[src/rtl/serial_pkg.sv]
// rtl/serial_pkg.sv - shared types and constants for the serial-to-parallel receiver
package serial_pkg;

  typedef enum logic {
    IDLE,
    RECV
  } rx_state_t;

  localparam int WORD_W = 8;

endpackage

[src/rtl/serial_to_parallel_8_bit_if.sv]
// rtl/serial_to_parallel_8_bit_if.sv - serial input stream and parallel word handshake bundle
interface serial_to_parallel_8_bit_if
  import serial_pkg::*;
#(
  parameter int WIDTH = WORD_W
);

  logic             Sync;
  logic             Bit_Valid;
  logic             Bit_In;
  logic             Data_Ready;
  logic             Clear_Overrun;
  logic [WIDTH-1:0] Data_Out;
  logic             Data_Valid;
  logic             Busy;
  logic             Overrun;

  modport master (
    output Sync,
    output Bit_Valid,
    output Bit_In,
    output Data_Ready,
    output Clear_Overrun,
    input  Data_Out,
    input  Data_Valid,
    input  Busy,
    input  Overrun
  );

  modport slave (
    input  Sync,
    input  Bit_Valid,
    input  Bit_In,
    input  Data_Ready,
    input  Clear_Overrun,
    output Data_Out,
    output Data_Valid,
    output Busy,
    output Overrun
  );

endinterface

[src/rtl/serial_to_parallel_8_bit_word_holding_reg.sv]
// rtl/serial_to_parallel_8_bit_word_holding_reg.sv - output word register with valid/ready and sticky overrun
module word_holding_reg
  import serial_pkg::*;
#(
  parameter int WIDTH = WORD_W
) (
  input  logic             CLK,
  input  logic             Reset_n,
  input  logic             Load,
  input  logic [WIDTH-1:0] Word,
  input  logic             Data_Ready,
  input  logic             Clear_Overrun,
  output logic [WIDTH-1:0] Data_Out,
  output logic             Data_Valid,
  output logic             Overrun
);

  logic accept;
  logic drop;

  // A completing word may replace one being accepted on the same edge, so no bubble.
  assign accept = Data_Valid && Data_Ready;
  assign drop   = Load && Data_Valid && !Data_Ready;

  always_ff @(posedge CLK or negedge Reset_n) begin
    if (!Reset_n) begin
      Data_Out   <= '0;
      Data_Valid <= 1'b0;
    end else if (Load && !drop) begin
      Data_Out   <= Word;
      Data_Valid <= 1'b1;
    end else if (accept) begin
      Data_Valid <= 1'b0;
    end
  end

  always_ff @(posedge CLK or negedge Reset_n) begin
    if (!Reset_n) begin
      Overrun <= 1'b0;
    end else if (drop) begin
      Overrun <= 1'b1;
    end else if (Clear_Overrun) begin
      Overrun <= 1'b0;
    end
  end

endmodule

[src/rtl/serial_to_parallel_8_bit.sv]
// rtl/serial_to_parallel_8_bit.sv - LSB-first bit-serial receiver rebuilding parallel words
module serial_to_parallel_8_bit
  import serial_pkg::*;
#(
  parameter int WIDTH = WORD_W,
  localparam int CNT_W = $clog2(WIDTH)
) (
  input  logic                        CLK,
  input  logic                        Reset_n,
  serial_to_parallel_8_bit_if.slave   bus
);

  rx_state_t        state;
  rx_state_t        state_nxt;
  logic [WIDTH-1:0] shift_reg;
  logic [WIDTH-1:0] shift_nxt;
  logic [WIDTH-1:0] shifted;
  logic [WIDTH-1:0] first_bit;
  logic [CNT_W-1:0] count;
  logic [CNT_W-1:0] count_nxt;
  logic             load;

  always_ff @(posedge CLK or negedge Reset_n) begin
    if (!Reset_n) begin
      state     <= IDLE;
      shift_reg <= '0;
      count     <= '0;
    end else begin
      state     <= state_nxt;
      shift_reg <= shift_nxt;
      count     <= count_nxt;
    end
  end

  // Sync behaves the same in both states: restart the frame, keeping a coincident bit as bit 0.
  always_comb begin
    state_nxt = state;
    shift_nxt = shift_reg;
    count_nxt = count;
    load      = 1'b0;
    shifted   = {bus.Bit_In, shift_reg[WIDTH-1:1]};
    first_bit = {bus.Bit_In, {(WIDTH-1){1'b0}}};
    if (bus.Sync) begin
      state_nxt = RECV;
      shift_nxt = bus.Bit_Valid ? first_bit : '0;
      count_nxt = bus.Bit_Valid ? CNT_W'(1) : '0;
    end else if (state == RECV && bus.Bit_Valid) begin
      shift_nxt = shifted;
      if (count == CNT_W'(WIDTH - 1)) begin
        count_nxt = '0;
        load      = 1'b1;
      end else begin
        count_nxt = count + CNT_W'(1);
      end
    end
  end

  assign bus.Busy = (state == RECV) && (count != '0);

  word_holding_reg #(
    .WIDTH (WIDTH)
  ) u_hold (
    .CLK           (CLK),
    .Reset_n       (Reset_n),
    .Load          (load),
    .Word          (shifted),
    .Data_Ready    (bus.Data_Ready),
    .Clear_Overrun (bus.Clear_Overrun),
    .Data_Out      (bus.Data_Out),
    .Data_Valid    (bus.Data_Valid),
    .Overrun       (bus.Overrun)
  );

endmodule

[src/flat_wrapper.sv]
// flat-port wrapper written by rule: the top's interface ports become plain ports
module serial_to_parallel_8_bit_flat import serial_pkg::*;
#(
  parameter int WIDTH = WORD_W,
  localparam int CNT_W = $clog2(WIDTH)
)
  (CLK, Reset_n, bus_Sync, bus_Bit_Valid, bus_Bit_In, bus_Data_Ready, bus_Clear_Overrun, bus_Data_Out, bus_Data_Valid, bus_Busy, bus_Overrun);
  serial_to_parallel_8_bit_if #(.WIDTH(WIDTH)) bus_i ();
  input  logic CLK;
  input  logic Reset_n;
  input wire logic [$bits(bus_i.Sync)-1:0] bus_Sync;
  input wire logic [$bits(bus_i.Bit_Valid)-1:0] bus_Bit_Valid;
  input wire logic [$bits(bus_i.Bit_In)-1:0] bus_Bit_In;
  input wire logic [$bits(bus_i.Data_Ready)-1:0] bus_Data_Ready;
  input wire logic [$bits(bus_i.Clear_Overrun)-1:0] bus_Clear_Overrun;
  output wire logic [$bits(bus_i.Data_Out)-1:0] bus_Data_Out;
  output wire logic [$bits(bus_i.Data_Valid)-1:0] bus_Data_Valid;
  output wire logic [$bits(bus_i.Busy)-1:0] bus_Busy;
  output wire logic [$bits(bus_i.Overrun)-1:0] bus_Overrun;
  assign bus_i.Sync = bus_Sync;
  assign bus_i.Bit_Valid = bus_Bit_Valid;
  assign bus_i.Bit_In = bus_Bit_In;
  assign bus_i.Data_Ready = bus_Data_Ready;
  assign bus_i.Clear_Overrun = bus_Clear_Overrun;
  assign bus_Data_Out = bus_i.Data_Out;
  assign bus_Data_Valid = bus_i.Data_Valid;
  assign bus_Busy = bus_i.Busy;
  assign bus_Overrun = bus_i.Overrun;
  serial_to_parallel_8_bit #(.WIDTH(WIDTH)) u_core (.CLK(CLK), .Reset_n(Reset_n), .bus(bus_i));
endmodule
[config.mk]
export PLATFORM = sky130hd
export DESIGN_NAME = serial_to_parallel_8_bit_flat
export DESIGN_NICKNAME = d
export VERILOG_FILES = /design/src/rtl/serial_pkg.sv /design/src/rtl/serial_to_parallel_8_bit_if.sv /design/src/rtl/serial_to_parallel_8_bit_word_holding_reg.sv /design/src/rtl/serial_to_parallel_8_bit.sv /design/src/flat_wrapper.sv
export SDC_FILE = /design/constraint.sdc
export NUM_CORES = 1
export LEC_CHECK = 0
export ABC_AREA = 1
export CORE_UTILIZATION = 45
export DETAILED_ROUTE_END_ITERATION = 16
export PLACE_DENSITY = 0.73
export SETUP_SLACK_MARGIN = 0.3
export SYNTH_ARGS = -nofsm -noshare
export SYNTH_HDL_FRONTEND = slang
export SYNTH_HIERARCHICAL = 1
export SYNTH_SLANG_ARGS = --single-unit
[constraint.sdc]
create_clock -name CLK -period 1.2 [get_ports CLK]
set_input_delay 0.24 -clock CLK [delete_from_list [all_inputs] [get_ports CLK]]
set_output_delay 0.24 -clock CLK [all_outputs]
set_load 0.01 [all_outputs]
# Word-level counts from Yosys, hierarchy flattened
# Cells that the tools add are included.
[classes]
eq_ne = 1
addsub = 1
reduce_logical = 12
n_mux = 14
[op_table]
columns = ["operator", "n"]
rows = [
  ["$mux W8", 3],
  ["$mux W3", 3],
  ["$mux W1", 8],
  ["$logic_and A1 B1 Y1", 6],
  ["$reduce_bool A2 Y1", 3],
  ["$add A3 B1 Y3 const B", 1],
  ["$eq A3 B3 Y1 const B", 1],
  ["$reduce_bool A3 Y1", 1],
  ["$logic_not A1 Y1", 2],
]
[word_totals]
elab_cells = 34
input_bits = 7
ff_bits = 22
output_inout_bits = 11

# Depth between registers and ports, before layout
[depth]
depth_word = 9
mapped_depth = 8
mapped_depth_nobuf = 7

# Modules after synthesis
# Netlist, hierarchy kept.
[modules_own_cells]
columns = ["mod", "seq_area_each_um2", "area_each_um2", "instances", "cells_per_inst"]
rows = [
  ["serial_to_parallel_8_bit", 275.3, 553.0, 1, 64],
  ["word_holding_reg", 250.2, 407.9, 1, 42],
]

# Worst setup path after synthesis
# Ideal clock, no wire load.
[synth_timing]
path_type = "register to register"
from = "reg u_core.count[0]"
to = "reg u_core.u_hold.Overrun"
n_path_buf = 1
stages_incl_launch_ff = 8
path_slack_ps = -79
synth_period_minus_slack_ps = 1279
t_arrival_ps = 1153
setup_time_ps = 126
required_time_ps = 1074
cell_sequence = "dfrtp_1 > ha_1 > ha_1 > nand2_1 > nor2_1 > clkbuf_8 > nand3_1 > o21ai_0"
[synth_via]
elab_chain_len = 7
word_cells_on_any_way = 8
cone_classes = "eq/ne (1); mux (4); reduce/logical (3)"
[synth_lines]
columns = ["item", "line_no", "text"]
rows = [
  ["from (decl)", "serial_to_parallel_8_bit.sv:19", "logic [CNT_W-1:0] count;"],
  ["from (signal assigned)", "serial_to_parallel_8_bit.sv:31", "count <= count_nxt;"],
  ["$eq A3 B3 Y1 (*)", "serial_to_parallel_8_bit.sv:49", "if (count == CNT_W'(WIDTH - 1)) begin"],
  ["$mux W1 (*)", "serial_to_parallel_8_bit.sv:49", ""],
  ["$mux W1 (*)", "serial_to_parallel_8_bit.sv:47", "end else if (state == RECV && bus.Bit_Valid) begin"],
  ["$mux W1 (*)", "serial_to_parallel_8_bit.sv:43", "if (bus.Sync) begin"],
  ["net u_core.load", "serial_to_parallel_8_bit.sv:21", "logic load;"],
  ["$logic_and A1 B1 Y1 (*) (2 in a row)", "serial_to_parallel_8_bit_word_holding_reg.sv:23", "assign drop = Load && Data_Valid && !Data_Ready;"],
  ["$mux W1 or $reduce_bool A2 Y1 (tied branches)", "-", ""],
  ["to (signal assigned)", "serial_to_parallel_8_bit_word_holding_reg.sv:39", "Overrun <= 1'b0;"],
  ["to (signal assigned)", "serial_to_parallel_8_bit_word_holding_reg.sv:41", "Overrun <= 1'b1;"],
  ["to (signal assigned)", "serial_to_parallel_8_bit_word_holding_reg.sv:43", "Overrun <= 1'b0;"],
  ["to (decl)", "serial_to_parallel_8_bit_word_holding_reg.sv:15", "output logic Overrun"],
]
# The timed path passes the listed nets; every way through them passes the cells marked *.
# A chain may end at the register's enable or synchronous reset.

# Worst setup path in the final report
[layout_timing]
from = "reg u_core.count[0]"
to = "reg u_core.u_hold.Data_Out[7]"
[layout_via]
elab_chain_len = 8
[layout_lines]
columns = ["item", "line_no", "text"]
rows = [
  ["$eq A3 B3 Y1 (*)", "serial_to_parallel_8_bit.sv:49", ""],
  ["$mux W1 (*)", "serial_to_parallel_8_bit.sv:49", ""],
  ["$mux W1 (*)", "serial_to_parallel_8_bit.sv:47", ""],
  ["$mux W1 (*)", "serial_to_parallel_8_bit.sv:43", ""],
  ["net u_core.load", "serial_to_parallel_8_bit.sv:21", ""],
  ["$logic_and A1 B1 Y1 (2 in a row)", "serial_to_parallel_8_bit_word_holding_reg.sv:23", ""],
  ["$logic_not A1 Y1", "serial_to_parallel_8_bit_word_holding_reg.sv:29", "end else if (Load && !drop) begin"],
  ["$logic_and A1 B1 Y1 (*)", "serial_to_parallel_8_bit_word_holding_reg.sv:29", ""],
  ["to (signal assigned)", "serial_to_parallel_8_bit_word_holding_reg.sv:30", "Data_Out <= Word;"],
  ["to (decl)", "serial_to_parallel_8_bit_word_holding_reg.sv:13", "output logic [WIDTH-1:0] Data_Out,"],
]
# Marked as above.

==> metrics.txt <==
outcome finished, violations left; failing checks negative setup slack; Yosys warnings 6; DR pass1 iterations 4; Final period util 114%; ys async rst share between 90% and 100%; Worst R2R End u_core/u_hold/Data_Out[7]; Crit Path Class flop to flop; Net count, final approximately 160; area share of the largest cell type after synthesis around 55%; RSZ-0062 raised after global routing yes; CP endpoint kind flop; Fillers ~140; overflow left after global routing 0; Placement Rows 16; reg2reg start u_core/count[0]; Port Buffer Count 17; CP Launch Type flop; worst skew pair latency ~0.3 ns; CTS tree done; vias in the first global route a little over 800; Final HPWL DP 1.36 mm; clk_skew 0.0115 ns; Yosys top cell by area dfrtp_1; Bufs on Longest Clock Path 2; HP Class input port to asynchronous set/reset pin; initial core utilization between 40 and 50%; Die Ht around 48 microns; worst vdd ir about 0.67 mV; Synth area leaders dfrtp_1 (55%), nand2_1 (14%), nand3_1 (7.3%); top cells by instance count after synthesis nand2_1 (36), dfrtp_1 (21), nand3_1 (14); final setup violation count 12; Critical Path RT ~1.4 ns; DP Area 0.00123 sq mm; Slew Viols, Final 0; Synth Instances roughly 110; worst-margin pin slew roughly 0.3 ns; final worst slack -0.167 ns; syn nets approximately 120; maximum clock rate roughly 0.73 GHz; ANT nets after route 0; final hold vios 0; largest net degree at the start of global routing 22; initial antenna violation count 0; most common cell in the netlist nand2_1; ys flop type dfrtp_1; via count of the routed design approximately 860; DP Worst Slack -0.289 ns; WHS between 0.2 and 0.3 ns; Avg Cell Area, Syn roughly 9.1 sq um; total power 1.28 mW; DRC 0; Die Area 0.00232 sq mm; fin area 0.00146 sq mm; Tot GR Track Use 21.7%; CTS Root Cell clkbuf_4; worst r2r path cells 9; Die Span X a little under 50 microns; Netlist Area Pre-Place slightly below 0.001 sq mm; ratio of cells with drive above 1 in the final layout a little under half; initial DRC count 18; area grow syn2layout 52.3%; Placer Congestion approximately 0.80; global-route wire length before repair 3.40 mm; Post-Route WL about 2.3 mm; Leak between 0.7 and 0.8 nW; I/O Pins 18; core area 0.00198 sq mm; TritonCTS buffer count 3; Critical Path AT between 1.5 and 2 ns; CTS sink cnt 21; CP Launch Point u_core/count[0]; synthesized flop and latch total 21; ANT cells 0; pwr dens approximately 880 mW/mm^2; Via density between 4 and 5; max cap viols 0; H-tree depth 1; crit path capture u_core/u_hold/Data_Out[7]; worst reg2reg setup slack -0.17 ns; largest fanout on the critical path 6; max reg flops 8; min Tclk post-route 1.37 ns; sequential area share after synthesis 54.7%; CTS Hold Bufs 0; Rel. slew slack between 80 and 90%; Clk pin slew, worst setup/hold paths around 0.12 ns; number of synthesized flops with an enable pin 0; synth unique cells 18; WL per Instance approximately 13 microns
[logic make-up (layout without fill, tap and decap cells)]
kind of cell	count (synthesis)	count (layout)	share of synthesized area (%)
AO/OA/AOI/OAI	7	7	4.69
adder cells (fa/ha/maj)	3	3	3.91
buffers and inverters	14	57	8.33
flip-flops	21	21	54.7
AND/OR/NAND/NOR	61	62	28.4
[metal layers]
layer  routed length, microns  vias to the layer above  track usage (%)
li1                         -                      421                -
met1                      881                      418             23.7
met2                     1340                       23             41.3
met3                       72                        2             3.33
met4                       21                        0             8.89
met5                        0                        -                0
[metrics by stage]
stage,utilization [%],setup TNS (ns),std cells
floorplan,-,-0.706,106
global placement,61.9,-3.23,156
detailed placement,61.9,-3.68,156
CTS,70.5,-1.70,173
global route,73.9,-2.41,177
finish,73.9,-1.78,177
[critical path, cell delays in order, from the launching register on]
cell     delay (ns)
dfrtp_1        0.40
buf_6          0.13
ha_4           0.13
ha_4           0.14
nand2_4        0.05
nor2_4         0.09
buf_6          0.16
nand2_8        0.07
nand2_2        0.06
nand2_1        0.04
[cell type report]
class	instances	area (sq um)	share of cell area [%]
inverters	11	43.8	2.99
flip-flops and latches	21	526	35.9
multi-input cells	72	493	33.7
well taps	27	33.8	2.31
repair buffers	42	342	23.3
clock buffers	4	26.3	1.79
[power breakdown]
| group | internal (mW) | total [mW] | switching (mW) | leakage (nW) |
|---|---|---|---|---|
| Clock | 0.129 | 0.331 | 0.202 | 0.0150 |
| Sequential | 0.726 | 0.739 | 0.0133 | 0.283 |
| Combinational | 0.104 | 0.215 | 0.111 | 0.494 |
| Total | 0.959 | 1.28 | 0.326 | 0.792 |
[cells in the final DEF, fill, tap and decap left out, types with 6 or more instances in the layout]
| cell | n |
|---|---|
| nand2_1 | 27 |
| dfrtp_1 | 21 |
| buf_4 | 16 |
| buf_2 | 11 |
| nand3_1 | 11 |
| inv_1 | 8 |
| buf_6 | 7 |
| nand2_4 | 6 |
| nand2_2 | 6 |
[worst min path at each step]
stage                              start                   endpoint  slack (ns)
2_1_floorplan                    Reset_n            u_core/count[0]       -0.06
3_3_place_gp   u_core/u_hold/Data_Out[4]  u_core/u_hold/Data_Out[4]        0.46
3_5_place_dp   u_core/u_hold/Data_Out[1]  u_core/u_hold/Data_Out[1]        0.46
4_1_cts                          Reset_n      u_core/u_hold/Overrun        0.28
5_1_grt                          Reset_n        u_core/shift_reg[5]        0.31
6_report                         Reset_n  u_core/u_hold/Data_Out[4]        0.28
[what timing repair did]
action / 4_1_cts / 5_1_grt
resized for setup: 75 / 9
setup buffers: 10 / 4
setup endpoints to repair: 31 / 31
gates cloned: 3 / 0
pin swaps: 10 / 3
Power figures use the tool's default switching activity.
